--- src/rtl/oled_char_writer.sv ---
// OLED character writer: renders one 8-column glyph from an external font ROM
// into the 4x128 page memory, or zero-fills the whole memory on a clear request.
module oled_char_writer #(
  parameter int FONT_LATENCY = 1,
  parameter int MEM_DEPTH    = 512,
  localparam int AW          = $clog2(MEM_DEPTH)
) (
  input  logic          clk,
  input  logic          rst,
  input  logic          write_start,
  input  logic [7:0]    write_ascii_data,
  input  logic [AW-1:0] write_base_addr,
  output logic          write_ready,
  input  logic          clear_start,
  output logic [9:0]    font_addr,
  input  logic [7:0]    font_data,
  output logic          mem_we,
  output logic [AW-1:0] mem_addr,
  output logic [7:0]    mem_wdata
);

  typedef enum logic [1:0] {IDLE, WRITE, DRAIN, CLEAR} state_t;

  localparam logic [1:0]  DRAIN_LAST = 2'(FONT_LATENCY);
  localparam logic [AW:0] CLR_END    = (AW + 1)'(MEM_DEPTH);

  state_t        state, next_state;
  logic [6:0]    glyph;
  logic [1:0]    row;
  logic [6:0]    x;
  logic [2:0]    col;
  logic [1:0]    drain_cnt;
  logic [AW:0]   clr_cnt;
  logic          issue_valid;
  logic [AW-1:0] issue_addr;
  logic          data_sel;
  logic          clear_active;

  assign clear_active = (state == CLEAR) && (clr_cnt != CLR_END);

  // ROM data is only forwarded on glyph writes; a clear writes zeros.
  assign mem_wdata = data_sel ? font_data : 8'h00;

  always_ff @(posedge clk) begin
    if (rst) state <= IDLE;
    else     state <= next_state;
  end

  always_comb begin
    next_state = state;
    case (state)
      IDLE: begin
        if (write_ready) begin
          if (clear_start)      next_state = CLEAR;
          else if (write_start) next_state = WRITE;
        end
      end
      WRITE:   if (col == 3'd7)              next_state = DRAIN;
      DRAIN:   if (drain_cnt == DRAIN_LAST)  next_state = IDLE;
      CLEAR:   if (clr_cnt == CLR_END)       next_state = IDLE;
      default: next_state = IDLE;
    endcase
  end

  // Two-stage pipeline: stage 1 issues the ROM address, stage 2 writes memory
  // in the cycle the ROM byte comes back.
  always_ff @(posedge clk) begin
    if (rst) begin
      write_ready <= 1'b0;
      glyph       <= '0;
      row         <= '0;
      x           <= '0;
      col         <= '0;
      drain_cnt   <= '0;
      clr_cnt     <= '0;
      issue_valid <= 1'b0;
      issue_addr  <= '0;
      font_addr   <= '0;
      data_sel    <= 1'b0;
      mem_we      <= 1'b0;
      mem_addr    <= '0;
    end else begin
      write_ready <= (next_state == IDLE);
      issue_valid <= (state == WRITE);
      data_sel    <= issue_valid;
      mem_we      <= issue_valid || clear_active;

      if (issue_valid)       mem_addr <= issue_addr;
      else if (clear_active) mem_addr <= clr_cnt[AW-1:0];

      case (state)
        IDLE: begin
          if (next_state == WRITE) begin
            glyph <= write_ascii_data[7] ? 7'h7F : write_ascii_data[6:0];
            row   <= write_base_addr[AW-1:AW-2];
            x     <= write_base_addr[6:0];
            col   <= 3'd0;
          end
          if (next_state == CLEAR) clr_cnt <= '0;
        end
        WRITE: begin
          font_addr  <= {glyph, col};
          issue_addr <= {row, x + {4'b0000, col}};
          col        <= col + 3'd1;
          drain_cnt  <= 2'd0;
        end
        DRAIN: drain_cnt <= drain_cnt + 2'd1;
        CLEAR: if (clear_active) clr_cnt <= clr_cnt + 1'b1;
        default: ;
      endcase
    end
  end

endmodule

--- config.mk ---
export PLATFORM = sky130hd
export DESIGN_NAME = oled_char_writer
export DESIGN_NICKNAME = d
export VERILOG_FILES = /design/src/rtl/oled_char_writer.sv
export SDC_FILE = /design/constraint.sdc
export NUM_CORES = 1
export LEC_CHECK = 0
export BUFFER_PORTS_ARGS = -buffer_cell sky130_fd_sc_hd__clkbuf_2
export CAP_MARGIN = 5
export CORE_MARGIN = 10
export CORE_UTILIZATION = 45
export CTS_BUF_LIST = sky130_fd_sc_hd__clkbuf_8
export CTS_CLUSTER_SIZE = 24
export DETAILED_ROUTE_END_ITERATION = 10
export GPL_TIMING_DRIVEN = 0
export PLACE_DENSITY = 0.67
export SLEW_MARGIN = 20
export SYNTH_ARGS = -nofsm -noshare
export SYNTH_HDL_FRONTEND = slang
export SYNTH_SLANG_ARGS = --single-unit
--- constraint.sdc ---
create_clock -name clk -period 3.94 [get_ports clk]
set_clock_uncertainty 0.05 [all_clocks]
set_input_delay 0.788 -clock clk [delete_from_list [all_inputs] [get_ports clk]]
set_output_delay 0.788 -clock clk [all_outputs]
set_load 0.005 [all_outputs]
==> results.yml <==
cts:
  clock_sinks: 65
  clk_pin_slew_ps: 70
  ctsLongestPathBuffers: 2
  htree_levels: 3
  clk_latency_ps: 340
  postCtsSetupRepairBufs: 0
  root_buffer: "clkbuf_8"
  numCtsBuffers: 9
  cts_tree: "done"
  cts_hold_buf: 0
  cts_resized: 0
yosys:
  synth_ff_type: "dfxtp_1"
  synthArstFlopShare_pct: 0
  synth_area_per_cell_sq_um: 8.60
  ys_warn_count: 0
  ys_ff_latch: 65
  synth_edf_count: 0
  ys_types: 54
  yosysSeqAreaShare_pct: 42.5
  netlist_area_sq_um: 3060
  syn_inst: 356
  synth.net_count: 399
die:
  die_area_sq_um: 10500
  die_h_um: 102
  start_util_pct: 47.1
  row_count: 29
  die_x_um: 102
  io_pins: 58
  core-area_sq_um: 6490
job:
  max_cap_violations: 0
global_routing:
  grt_pass1_vias: 2655
  grt_util_all_layers_pct: 15.1
  antenna_found_initial: 0
  grt_overflow: 0
  grt_pass1_wl_mm: 12.7
  grt_max_degree: 12
timing:
  worstMarginPinSlew_ps: 798
  setup_tns_ps: 0
  hold_viol: 0
  max_freq_ghz: 0.391
  finalCritPeriodShare_pct: 65.0
  slew_viol_final: 0
  setup_violations: 0
  finalCriticalPeriod_ps: 2560
  rsz0062_at_grt: "false"
  max_slew_margin_pct: 46.8
placed_design:
  io_buffers: 56
  gp_congestion: 0.870
  dp_hpwl_mm: 5.74
  placed_cells: 489
final_layout:
  synthToLayoutAreaGrowth_pct: 18.6
  multi_input_area_sq_um: 1610
  drive_above_1_share_pct: 21.3
  final_cells: 504
  nFillCells: 640
  diodes: 0
  nets: 466
  ff_latch_area_sq_um: 1300
setup_path:
  cpMaxStageDelayCell: "or4b_4"
  max_stage_delay_ps: 490
  critPathTopFamily: "simple AND/OR/NAND/NOR gates"
  critPathBufInv: 3
  crit_path_cell_trace: "inv_1, ha_1, or4b_4, o31ai_4, a21o_4, nand4_1, buf_4, buf_4, nand3_1, a21oi_1"
  cp_max_fo: 10
  worstSetupPathType: "flop to flop"
  critPathCaptureType: "flop"
  cp.arrival_ps: 2710
  path_common_cell: "buf_4"
  cp-start-kind: "flop"
  required_ps: 4090
power_and_ir_drop:
  power_density_nw_per_um2: 581
  cellLeakagePower_uw: 0.00145
  vdd_drop_max_uv: 304
routing:
  ant_nets: 0
  drt-total-wl_mm: 7.69
  routedWlPerCell_um: 15.3
  drc: 0
  routed_via_density: 5.38
  drt-pass1-iter-count: 4
  num_vias: 2711
  dr.first_iter.drc_count: 110
worst_hold_path:
  hp-class: "flop to flop"
outcome:
  status: "completed"
sequential cells by signal (all words and copies together), names as in the netlist, 3 cells and up:
signal / cells
x: 7
issue_addr: 9
clr_cnt: 10
glyph: 7
mem_addr: 9
font_addr: 10
col: 3
cell type report:
cell class	count	area share, %
multi-input cells	258	44.3
flip-flops and latches	65	35.8
repair buffers	56	7.72
clock buffers	10	3.79
plain buffers	20	2.83
well taps	77	2.65
clock inverters	5	1.55
inverters	13	1.34
per-stage QoR:
stage	hold WS (ps)	setup slack (ps)	util, %	area (sq um)	power (uW)
floorplan	386	1640	-	3060	1360
global placement	398	1320	52.9	3440	1540
detailed placement	407	1270	52.9	3440	1550
CTS	419	1380	55.9	3630	2120
global route	433	1180	55.9	3630	2250
finish	415	1380	55.9	3630	2110
kinds of logic (layout without fill, tap and decap cells):
group / after synthesis / count (layout) / synth area share (%)
XOR/XNOR: 3 / 3 / 0.859
AO/OA/AOI/OAI: 70 / 70 / 16.4
buffers and inverters: 33 / 104 / 4.95
adder cells (fa/ha/maj): 14 / 14 / 5.97
multiplexers: 14 / 14 / 4.58
flip-flops: 65 / 65 / 42.5
AND/OR/NAND/NOR: 157 / 157 / 24.8
synthesized netlist by cell type, types with 3 or more instances:
master | instances | area, sq um
a211oi_1 | 4 | 30.0
a21oi_1 | 19 | 95.1
a22oi_1 | 5 | 37.5
a311oi_1 | 11 | 96.3
and2_1 | 9 | 56.3
buf_4 | 3 | 22.5
clkbuf_1 | 12 | 45.0
dfxtp_1 | 65 | 1300
ha_1 | 13 | 163
inv_1 | 13 | 48.8
mux2i_1 | 14 | 140
nand2_1 | 45 | 169
nand2b_1 | 7 | 43.8
nand3_1 | 9 | 45.0
nor2_1 | 43 | 161
nor2b_1 | 6 | 37.5
nor3_1 | 16 | 80.1
o21ai_0 | 10 | 50.1
or2_2 | 5 | 31.3
or4_1 | 5 | 37.5
cell usage in the layout (no fill, tap or decap), types with 11 or more instances in the layout:
cell type and n:
nor3_1 16, inv_1 13, clkbuf_2 56, mux2i_1 14
a21oi_1 19, a311oi_1 11, clkbuf_1 12, nand2_1 45
dfxtp_1 65, ha_1 13, nor2_1 43
worst paths after layout:
path                                         startpoint                  end  slack (ps)  cells after the start
worst max-delay path            clr_cnt[0]$_SDFFE_PP0P_  col[0]$_SDFFE_PP0P_        1380                     10
worst min register to register        x[2]$_SDFFE_PP0P_    x[2]$_SDFFE_PP0P_         410                      2
worst min-delay path                  x[2]$_SDFFE_PP0P_    x[2]$_SDFFE_PP0P_         410                      2
worst max register to register  clr_cnt[0]$_SDFFE_PP0P_  col[0]$_SDFFE_PP0P_        1380                     10
layer usage:
| metal | share of wire, % | GRT usage [%] |
|---|---|---|
| met4 | 1.1 | 6.40 |
| met1 | 47 | 19.7 |
| met5 | 0 | 0 |
| met3 | 4.5 | 3.98 |
| met2 | 47 | 22.9 |
where the power goes:
group	internal, uW	total (uW)	leakage, uW	switching, uW
combinational	291	697	0.000823	406
sequential	770	846	0.000527	75.9
clock	305	565	0.0000981	261
total	1370	2110	0.00145	743
worst min-delay path, cell delays in order (launching register included):
cell and delay [ps]:
dfxtp_1 320, nand2_1 50, a21oi_1 50
Power figures use the tool's default switching activity.
